===== config.mk =====
export PLATFORM = sky130hd
export DESIGN_NAME = mc_ctrl
export DESIGN_NICKNAME = d
export VERILOG_FILES = /design/src/rtl/mc_ctrl_pkg.sv /design/src/rtl/mc_ctrl_decode.sv /design/src/rtl/mc_ctrl.sv
export SDC_FILE = /design/constraint.sdc
export NUM_CORES = 1
export LEC_CHECK = 0
export CORE_ASPECT_RATIO = 1.5
export CORE_MARGIN = 2
export CORE_UTILIZATION = 25
export DETAILED_ROUTE_END_ITERATION = 8
export GPL_ROUTABILITY_DRIVEN = 0
export PLACE_DENSITY = 0.54
export SLEW_MARGIN = 20
export SYNTH_ARGS = -nofsm -noshare
export SYNTH_HDL_FRONTEND = slang
export SYNTH_SLANG_ARGS = --single-unit

===== constraint.sdc =====
create_clock -name clk -period 1.7 [get_ports clk]
set_input_delay 0.255 -clock clk [delete_from_list [all_inputs] [get_ports clk]]
set_output_delay 0.255 -clock clk [all_outputs]
set_load 0.01 [all_outputs]

===== src/rtl/mc_ctrl_pkg.sv =====
// Shared encodings for the multi-cycle MIPS control unit: ALU codes,
// opcode/funct values, FSM states and datapath mux selects.
package mc_ctrl_pkg;

    // ALU operation codes
    localparam logic [3:0] ALU_NOP  = 4'd0;
    localparam logic [3:0] ALU_ADD  = 4'd1;
    localparam logic [3:0] ALU_SUB  = 4'd2;
    localparam logic [3:0] ALU_AND  = 4'd3;
    localparam logic [3:0] ALU_OR   = 4'd4;
    localparam logic [3:0] ALU_SLT  = 4'd5;
    localparam logic [3:0] ALU_SLTU = 4'd6;
    localparam logic [3:0] ALU_NOR  = 4'd7;
    localparam logic [3:0] ALU_SLL  = 4'd8;
    localparam logic [3:0] ALU_SRL  = 4'd9;
    localparam logic [3:0] ALU_LUI  = 4'd10;

    // Opcodes (IR[31:26])
    localparam logic [5:0] OP_RTYPE = 6'h00;
    localparam logic [5:0] OP_J     = 6'h02;
    localparam logic [5:0] OP_JAL   = 6'h03;
    localparam logic [5:0] OP_BEQ   = 6'h04;
    localparam logic [5:0] OP_BNE   = 6'h05;
    localparam logic [5:0] OP_ADDI  = 6'h08;
    localparam logic [5:0] OP_SLTI  = 6'h0a;
    localparam logic [5:0] OP_ANDI  = 6'h0c;
    localparam logic [5:0] OP_ORI   = 6'h0d;
    localparam logic [5:0] OP_LUI   = 6'h0f;
    localparam logic [5:0] OP_LW    = 6'h23;
    localparam logic [5:0] OP_SW    = 6'h2b;

    // R-type funct codes (IR[5:0])
    localparam logic [5:0] FN_SLL   = 6'h00;
    localparam logic [5:0] FN_SRL   = 6'h02;
    localparam logic [5:0] FN_SLLV  = 6'h04;
    localparam logic [5:0] FN_SRLV  = 6'h06;
    localparam logic [5:0] FN_JR    = 6'h08;
    localparam logic [5:0] FN_JALR  = 6'h09;
    localparam logic [5:0] FN_ADD   = 6'h20;
    localparam logic [5:0] FN_ADDU  = 6'h21;
    localparam logic [5:0] FN_SUB   = 6'h22;
    localparam logic [5:0] FN_SUBU  = 6'h23;
    localparam logic [5:0] FN_AND   = 6'h24;
    localparam logic [5:0] FN_OR    = 6'h25;
    localparam logic [5:0] FN_NOR   = 6'h27;
    localparam logic [5:0] FN_SLT   = 6'h2a;
    localparam logic [5:0] FN_SLTU  = 6'h2b;

    // FSM states
    typedef enum logic [2:0] {
        ST_FETCH  = 3'd0,
        ST_DECODE = 3'd1,
        ST_EXEC   = 3'd2,
        ST_MEM    = 3'd3,
        ST_WB     = 3'd4
    } state_t;

    // Next-PC source
    localparam logic [1:0] NPC_PC4  = 2'b00;
    localparam logic [1:0] NPC_BR   = 2'b01;
    localparam logic [1:0] NPC_JUMP = 2'b10;
    localparam logic [1:0] NPC_RS   = 2'b11;

    // Destination register select
    localparam logic [1:0] GPR_RD   = 2'b00;
    localparam logic [1:0] GPR_RT   = 2'b01;
    localparam logic [1:0] GPR_R31  = 2'b10;

    // Register write-data select
    localparam logic [1:0] WD_ALU   = 2'b00;
    localparam logic [1:0] WD_MDR   = 2'b01;
    localparam logic [1:0] WD_PC    = 2'b10;

    // ALU operand selects
    localparam logic [1:0] SRCA_RS     = 2'b00;
    localparam logic [1:0] SRCA_PC     = 2'b01;
    localparam logic [1:0] SRCA_SHAMT  = 2'b10;

    localparam logic [1:0] SRCB_RT     = 2'b00;
    localparam logic [1:0] SRCB_FOUR   = 2'b01;
    localparam logic [1:0] SRCB_IMM    = 2'b10;
    localparam logic [1:0] SRCB_IMM_SH = 2'b11;

endpackage


===== src/rtl/mc_ctrl_decode.sv =====
// Combinational instruction classifier: maps Op/Funct onto instruction
// classes, the EXEC-phase ALU code, immediate extension mode and an
// illegal flag for anything outside the supported set.
module mc_decode
    import mc_ctrl_pkg::*;
(
    input  logic [5:0] Op,
    input  logic [5:0] Funct,
    output logic       is_rtype,
    output logic       is_imm,
    output logic       is_shamt,
    output logic       is_lw,
    output logic       is_sw,
    output logic       is_beq,
    output logic       is_bne,
    output logic       is_j,
    output logic       is_jal,
    output logic       is_jr,
    output logic       is_jalr,
    output logic       is_illegal,
    output logic [3:0] alu_code,
    output logic       ext_sign
);

    // classify the held instruction
    always_comb begin
        is_rtype   = 1'b0;
        is_imm     = 1'b0;
        is_shamt   = 1'b0;
        is_lw      = 1'b0;
        is_sw      = 1'b0;
        is_beq     = 1'b0;
        is_bne     = 1'b0;
        is_j       = 1'b0;
        is_jal     = 1'b0;
        is_jr      = 1'b0;
        is_jalr    = 1'b0;
        is_illegal = 1'b0;
        alu_code   = ALU_NOP;
        ext_sign   = 1'b0;
        case (Op)
            OP_RTYPE: begin
                case (Funct)
                    FN_ADD, FN_ADDU: begin is_rtype = 1'b1; alu_code = ALU_ADD;  end
                    FN_SUB, FN_SUBU: begin is_rtype = 1'b1; alu_code = ALU_SUB;  end
                    FN_AND:          begin is_rtype = 1'b1; alu_code = ALU_AND;  end
                    FN_OR:           begin is_rtype = 1'b1; alu_code = ALU_OR;   end
                    FN_NOR:          begin is_rtype = 1'b1; alu_code = ALU_NOR;  end
                    FN_SLT:          begin is_rtype = 1'b1; alu_code = ALU_SLT;  end
                    FN_SLTU:         begin is_rtype = 1'b1; alu_code = ALU_SLTU; end
                    FN_SLL: begin
                        is_rtype = 1'b1;
                        is_shamt = 1'b1;
                        alu_code = ALU_SLL;
                    end
                    FN_SRL: begin
                        is_rtype = 1'b1;
                        is_shamt = 1'b1;
                        alu_code = ALU_SRL;
                    end
                    // variable shifts take the amount from rs, so operand A stays rs
                    FN_SLLV:         begin is_rtype = 1'b1; alu_code = ALU_SLL;  end
                    FN_SRLV:         begin is_rtype = 1'b1; alu_code = ALU_SRL;  end
                    FN_JR:           is_jr   = 1'b1;
                    FN_JALR:         is_jalr = 1'b1;
                    default:         is_illegal = 1'b1;
                endcase
            end
            OP_J:    is_j   = 1'b1;
            OP_JAL:  is_jal = 1'b1;
            OP_BEQ:  begin is_beq = 1'b1; alu_code = ALU_SUB; ext_sign = 1'b1; end
            OP_BNE:  begin is_bne = 1'b1; alu_code = ALU_SUB; ext_sign = 1'b1; end
            OP_ADDI: begin is_imm = 1'b1; alu_code = ALU_ADD; ext_sign = 1'b1; end
            OP_SLTI: begin is_imm = 1'b1; alu_code = ALU_SLT; ext_sign = 1'b1; end
            OP_ANDI: begin is_imm = 1'b1; alu_code = ALU_AND; end
            OP_ORI:  begin is_imm = 1'b1; alu_code = ALU_OR;  end
            OP_LUI:  begin is_imm = 1'b1; alu_code = ALU_LUI; end
            OP_LW:   begin is_lw  = 1'b1; alu_code = ALU_ADD; ext_sign = 1'b1; end
            OP_SW:   begin is_sw  = 1'b1; alu_code = ALU_ADD; ext_sign = 1'b1; end
            default: is_illegal = 1'b1;
        endcase
    end

endmodule


===== src/rtl/mc_ctrl.sv =====
// Multi-cycle MIPS control unit: FSM sequencing, memory wait counter with
// optional timeout, and combinational datapath control outputs.
//
// state  | meaning
// FETCH  | read IR from memory at PC, PC <= PC+4 on mem_ready
// DECODE | branch target into ALUOut; jumps and illegal finish here
// EXEC   | ALU op / address calc / branch compare
// MEM    | data load or store at ALUOut, wait for mem_ready
// WB     | register-file write from ALUOut or MDR
module mc_ctrl
    import mc_ctrl_pkg::*;
#(
    parameter int ALUOP_W     = 4,
    parameter int MEM_TIMEOUT = 0,
    parameter int CNT_W       = 8
) (
    input  logic               clk,
    input  logic               rst,
    input  logic [5:0]         Op,
    input  logic [5:0]         Funct,
    input  logic               Zero,
    input  logic               mem_ready,
    output logic               mem_req,
    output logic               MemWrite,
    output logic               IorD,
    output logic               IRWrite,
    output logic               PCWrite,
    output logic [1:0]         NPCOp,
    output logic               RegWrite,
    output logic [1:0]         GPRSel,
    output logic [1:0]         WDSel,
    output logic               EXTOp,
    output logic [1:0]         ALUSrcA,
    output logic [1:0]         ALUSrcB,
    output logic [ALUOP_W-1:0] ALUOp,
    output logic               illegal,
    output logic               bus_err,
    output logic [2:0]         state
);

    // Timeout fires on the MEM_TIMEOUT-th consecutive wait cycle, i.e. when
    // the count of earlier wait cycles equals MEM_TIMEOUT-1.
    localparam bit              TO_EN   = (MEM_TIMEOUT > 0);
    localparam logic [CNT_W-1:0] TO_LAST = TO_EN ? CNT_W'(MEM_TIMEOUT - 1) : '0;

    state_t           state_q;
    logic [CNT_W-1:0] wait_cnt;
    logic             waiting;
    logic             timeout;
    logic [3:0]       alu_sel;

    logic d_rtype, d_imm, d_shamt, d_lw, d_sw, d_beq, d_bne;
    logic d_j, d_jal, d_jr, d_jalr, d_illegal, d_ext;
    logic [3:0] d_alu;

    mc_decode u_decode (
        .Op         (Op),
        .Funct      (Funct),
        .is_rtype   (d_rtype),
        .is_imm     (d_imm),
        .is_shamt   (d_shamt),
        .is_lw      (d_lw),
        .is_sw      (d_sw),
        .is_beq     (d_beq),
        .is_bne     (d_bne),
        .is_j       (d_j),
        .is_jal     (d_jal),
        .is_jr      (d_jr),
        .is_jalr    (d_jalr),
        .is_illegal (d_illegal),
        .alu_code   (d_alu),
        .ext_sign   (d_ext)
    );

    assign waiting = ((state_q == ST_FETCH) || (state_q == ST_MEM)) && !mem_ready;
    assign timeout = TO_EN && waiting && (wait_cnt == TO_LAST);

    // FSM state register and transitions
    always_ff @(posedge clk) begin
        if (rst) begin
            state_q <= ST_FETCH;
        end else begin
            case (state_q)
                ST_FETCH: begin
                    if (mem_ready) state_q <= ST_DECODE;
                    else           state_q <= ST_FETCH;
                end
                ST_DECODE: begin
                    if (d_j || d_jal || d_jr || d_jalr || d_illegal)
                        state_q <= ST_FETCH;
                    else
                        state_q <= ST_EXEC;
                end
                ST_EXEC: begin
                    if (d_rtype || d_imm)  state_q <= ST_WB;
                    else if (d_lw || d_sw) state_q <= ST_MEM;
                    else                   state_q <= ST_FETCH;
                end
                ST_MEM: begin
                    if (mem_ready)    state_q <= d_lw ? ST_WB : ST_FETCH;
                    else if (timeout) state_q <= ST_FETCH;
                    else              state_q <= ST_MEM;
                end
                ST_WB:   state_q <= ST_FETCH;
                default: state_q <= ST_FETCH;
            endcase
        end
    end

    // Wait counter: counts consecutive memory wait cycles, zero elsewhere,
    // so it is already clear on every entry to FETCH or MEM.
    always_ff @(posedge clk) begin
        if (rst) begin
            wait_cnt <= '0;
        end else if (waiting && !timeout) begin
            if (wait_cnt != '1) wait_cnt <= wait_cnt + 1'b1;
        end else begin
            wait_cnt <= '0;
        end
    end

    // Datapath controls decoded from state and instruction; all zero in reset
    always_comb begin
        mem_req  = 1'b0;
        MemWrite = 1'b0;
        IorD     = 1'b0;
        IRWrite  = 1'b0;
        PCWrite  = 1'b0;
        NPCOp    = NPC_PC4;
        RegWrite = 1'b0;
        GPRSel   = GPR_RD;
        WDSel    = WD_ALU;
        EXTOp    = 1'b0;
        ALUSrcA  = SRCA_RS;
        ALUSrcB  = SRCB_RT;
        alu_sel  = ALU_NOP;
        illegal  = 1'b0;
        bus_err  = 1'b0;
        if (!rst) begin
            case (state_q)
                ST_FETCH: begin
                    mem_req = 1'b1;
                    IorD    = 1'b0;
                    bus_err = timeout;
                    if (mem_ready) begin
                        IRWrite = 1'b1;
                        PCWrite = 1'b1;
                        NPCOp   = NPC_PC4;
                        ALUSrcA = SRCA_PC;
                        ALUSrcB = SRCB_FOUR;
                        alu_sel = ALU_ADD;
                    end
                end
                ST_DECODE: begin
                    // branch offsets are signed, so the target uses sign extension
                    ALUSrcA = SRCA_PC;
                    ALUSrcB = SRCB_IMM_SH;
                    EXTOp   = 1'b1;
                    alu_sel = ALU_ADD;
                    if (d_j) begin
                        PCWrite = 1'b1;
                        NPCOp   = NPC_JUMP;
                    end else if (d_jal) begin
                        PCWrite  = 1'b1;
                        NPCOp    = NPC_JUMP;
                        RegWrite = 1'b1;
                        GPRSel   = GPR_R31;
                        WDSel    = WD_PC;
                    end else if (d_jr) begin
                        PCWrite = 1'b1;
                        NPCOp   = NPC_RS;
                    end else if (d_jalr) begin
                        PCWrite  = 1'b1;
                        NPCOp    = NPC_RS;
                        RegWrite = 1'b1;
                        GPRSel   = GPR_RD;
                        WDSel    = WD_PC;
                    end else if (d_illegal) begin
                        illegal = 1'b1;
                    end
                end
                ST_EXEC: begin
                    if (d_rtype) begin
                        ALUSrcA = d_shamt ? SRCA_SHAMT : SRCA_RS;
                        ALUSrcB = SRCB_RT;
                        alu_sel = d_alu;
                    end else if (d_imm) begin
                        ALUSrcA = SRCA_RS;
                        ALUSrcB = SRCB_IMM;
                        EXTOp   = d_ext;
                        alu_sel = d_alu;
                    end else if (d_lw || d_sw) begin
                        ALUSrcA = SRCA_RS;
                        ALUSrcB = SRCB_IMM;
                        EXTOp   = 1'b1;
                        alu_sel = ALU_ADD;
                    end else if (d_beq || d_bne) begin
                        ALUSrcA = SRCA_RS;
                        ALUSrcB = SRCB_RT;
                        alu_sel = ALU_SUB;
                        NPCOp   = NPC_BR;
                        PCWrite = (d_beq && Zero) || (d_bne && !Zero);
                    end
                end
                ST_MEM: begin
                    mem_req  = 1'b1;
                    IorD     = 1'b1;
                    MemWrite = d_sw && !timeout;
                    bus_err  = timeout;
                end
                ST_WB: begin
                    RegWrite = 1'b1;
                    if (d_lw) begin
                        GPRSel = GPR_RT;
                        WDSel  = WD_MDR;
                    end else if (d_imm) begin
                        GPRSel = GPR_RT;
                        WDSel  = WD_ALU;
                    end else begin
                        GPRSel = GPR_RD;
                        WDSel  = WD_ALU;
                    end
                end
                default: ;
            endcase
        end
    end

    assign ALUOp = ALUOP_W'(alu_sel);
    assign state = rst ? 3'd0 : 3'(state_q);

endmodule


==> results by stage <==
Timing:
- The worst hold margin is 0.492 ns.
- For the finished layout, the period the worst path requires is 1.93 ns.
- Setup violations remaining at the end of the flow were counted as 10.
- On the final layout, the worst clock skew is around 0.0008 ns.
- Setup repair after global routing could not meet its margin everywhere.
- The count of endpoints failing hold in the final timing report is 0.
- The number of pins with negative max-slew slack in the final report is 0.
- The setup TNS is -1.48 ns.
- Timing would allow up to 0.518 GHz.
- In the post-route analysis, the smallest setup slack over all paths is -0.232 ns.
- In the finished design, the share of the clock period the worst path needs comes to 1.14.

Run:
- The count of maximum capacitance violations is 0.

Outcome:
- The checks that failed: negative setup slack.
- The run finished, with violations left.

Detailed routing:
- After detailed routing, the number of vias per cell comes to 5.03.
- The first detailed-routing pass took 4 iterations.
- After detailed routing, the number of remaining DRC violations is 0.
- After detailed routing, the total wire length is 4.17 mm.
- The initial DRC count is 34.
- The post-route antenna net violation count is 0.
- The detailed-route wire length per cell is 14.9 µm.
- The total vias in the final route is about 1.4k.

Yosys:
- The adder and majority cell fraction of the synthesized area is 0.
- Synthesis inferred 3 register bits.
- Ranked by total cell area, the synthesized netlist is headed by sky130_fd_sc_hd__nand2_1 (7.7%), sky130_fd_sc_hd__nor2_1 (7.7%), sky130_fd_sc_hd__dfxtp_1 (6.4%).
- In this run the cell area of the synthesized design comes to 932 µm².
- Of the total synthesized cell area, the portion taken by XOR and XNOR cells is 0.0282.
- After technology mapping, the gate count stands at around 140.
- The main flop type after synthesis is sky130_fd_sc_hd__dfxtp_1.
- The number of library cell types mapped by synthesis is 58.
- The synthesized design contains 0 enable-type register cells.
- The yosys synthesis warning count is 0.
- By count the netlist is led by sky130_fd_sc_hd__nand2_1 (19), sky130_fd_sc_hd__nor2_1 (19), sky130_fd_sc_hd__nor2b_1 (6), sky130_fd_sc_hd__a21oi_1 (5), sky130_fd_sc_hd__nand3_1 (5).
- The biggest area consumer among synthesized cells is sky130_fd_sc_hd__nand2_1.
- For this run, asynchronously set or reset flops after synthesis account for 0.
- The post-synthesis area per instance is roughly 6.9 µm².
- For this run, the register share of the synthesized area comes to 0.0644.
- The share of the synthesized area in compound gates (AO/OA/AOI/OAI) was 0.326.
- Counting every net in the synthesized netlist gives 152.
- Of the post-synthesis cell area, the part taken by muxes is 0.0215.
- Of the total synthesized cell area, the portion taken by AND, OR, NAND and NOR gates is 0.472.
- The share of synthesized area in the top cell type comes to 0.0765.
- By area, the combinational part of the netlist is dominated by simple AND/OR/NAND/NOR gates.

Layout:
- The largest registers in the layout are state_q x3.
- The largest register by flop count is state_q.
- The area growth from synthesis to layout is 135%.
- The total inserted antenna cells is 0.
- Summing all multi-input logic gate instances after layout gives approximately 1100 µm².
- Of the cells placed in the final design, the portion with a size suffix greater than 1 is 0.684.
- The register with the most flip-flops in the layout has 3 of them.
- Once layout is complete, the cells apart from fillers number 280.
- For this run, the post-layout net count is about 250.
- The finished cells cover 2190 µm².
- The filler cells instantiated in the layout total roughly 300.
- The combined flip-flop and latch cell area is just under 70 µm².

Power and ir drop:
- The sequential group share of total power is 0.108.
- The power consumption is 0.672 mW.
- Of the total power, combinational logic draws 0.583.
- The cell-internal power is 0.439 mW.
- The power per cell area is about 310 nW/µm².
- The leakage power total is 1.00 nW.
- The power share of the clock group is 0.309.
- The reported net switching power is 0.233 mW.
- Of the total power, the share spent switching nets is 0.347.
- The worst-case IR drop observed on VDD is 0.365 mV.

Critical path:
- For the worst setup path, the data required time is 1.44 ns.
- At the worst endpoint, the arrival time is 1.68 ns.
- The startpoint type of the worst setup path is a primary input.
- The sort of element at the end of the critical path is a primary output.
- Of all nets on the critical path, the largest fanout is 3.
- The critical path is of the primary input to primary output type.

Global routing:
- The initial antenna violation count is 0.
- After global routing the overflow that remains totals 0.
- The largest net degree at the start of global routing is 13.
- For this run, the total global-route usage over all layers was measured as 0.202.
- The first global-routing pass estimated 6.56 mm of wire.
- The via count of the first global-routing pass is 1,441.

Floorplan:
- The total area inside the core boundary comes to 3610 µm².
- The die boundary height is 78.8 µm.
- In this run the core area contains 27 standard-cell rows.
- The full die area is 4240 µm².
- The horizontal die dimension is 53.9 µm.
- 42 I/O pins were placed.
- The initial utilization of the core area, before any placement, comes to 0.258.

Clock network:
- The number of clock sinks seen by CTS is 3.
- The source-to-sink clock delay at the later pin of the worst-skew pair is 0.21 ns.
- CTS built an H-tree with a depth of 1.
- Counting the buffers created by CTS gives 3.
- The CTS tree is done.
- In this run the deepest clock path goes through 2 buffers.
- After clock tree synthesis, the clock-pin slew on the worst setup and hold paths is 0.03 ns.
- The clock root buffer is sky130_fd_sc_hd__clkbuf_8.

Placed design:
- Once detailed placement completed, the half-perimeter wirelength came to around 2.9 mm.
- The count of input and output buffers is 40.
- After detailed placement, the design holds a cell count of between 200 and 300.
- The cell area after placement is 1670 µm².

Min path:
- The type of the most critical hold path is flip-flop to flip-flop.
## worst max-delay path, stage by stage
cell and delay, ns:
sky130_fd_sc_hd__buf_8 0.10, sky130_fd_sc_hd__or3b_4 0.40, sky130_fd_sc_hd__or3_4 0.34, sky130_fd_sc_hd__or2_4 0.29, sky130_fd_sc_hd__o221ai_2 0.14, sky130_fd_sc_hd__buf_2 0.16
## final cells by class
cell class | count | area share
repair buffers | 106 | 0.412
inverters | 5 | 0.00972
clock buffers | 4 | 0.0206
well taps | 43 | 0.0246
flip-flops and latches | 3 | 0.0314
multi-input cells | 119 | 0.501
## cells by family after synthesis
logic type      after synthesis
compound gates               35
xor+xnor                      3
buf+inv                      14
flops                         3
mux                           2
other cells                   1
simple gates                 78
## timing repair
item / CTS / global route
endpoints found under the setup margin: 27 / 23
gates resized for setup: 195 / 42
cloned: 1 / 1
pin swaps: 30 / 23
hold buffers: 0 / 0
setup buffers: 16 / 6
## power by group through the flow
stage	combinational, mW	clock, mW	sequential, mW
detailed placement	0.290	0	0.0754
CTS	0.350	0.219	0.0735
global placement	0.286	0	0.0755
floorplan	0.134	0	0.0761
finish	0.392	0.207	0.0726
global route	0.418	0.223	0.0728
## metrics by stage
stage	utilization	setup WS (ns)
3_5_place_dp	0.461	-1.03
2_1_floorplan	-	-0.0183
4_1_cts	0.559	-0.279
5_1_grt	0.605	-0.276
6_report	0.605	-0.232
3_3_place_gp	0.461	-0.989
## cells in the final DEF, fill, tap and decap left out, drive strengths merged, types with 2 or more instances in the layout
cell	n
nand3	6
nor3b	2
nor4	3
or3	3
a22o	2
dlygate4sd2	3
nor2b	8
o31ai	2
xnor2	2
nand2b	3
dfxtp	3
inv	4
mux2i	2
or2	2
clkdlybuf4s15	3
nand2	19
and2	3
clkbuf	8
clkdlybuf4s50	3
nor2	19
o21ai	6
a21oi	6
nand3b	3
a2111oi	2
buf	92
a31oi	2
a21boi	3
o32a	2
## worst paths after layout
check / from / to / slack (ns) / cells after the start
setup / recovery: Op[4] / PCWrite / -0.23 / 6
hold / removal: state_q[2] / state_q[0] / 0.49 / 1
setup reg to reg: state_q[2] / state_q[1] / 0.44 / 5
hold reg to reg: state_q[2] / state_q[0] / 0.49 / 1
## routing by layer
metal / up-vias / global-route usage / wire, µm
met2: 34 / 0.400 / 2420
met5: - / 0 / 0
met4: 0 / 0.0513 / 36
met1: 679 / 0.217 / 1600
li1: 691 / - / -
met3: 4 / 0.00564 / 118
(Power assumes the default switching activity.)
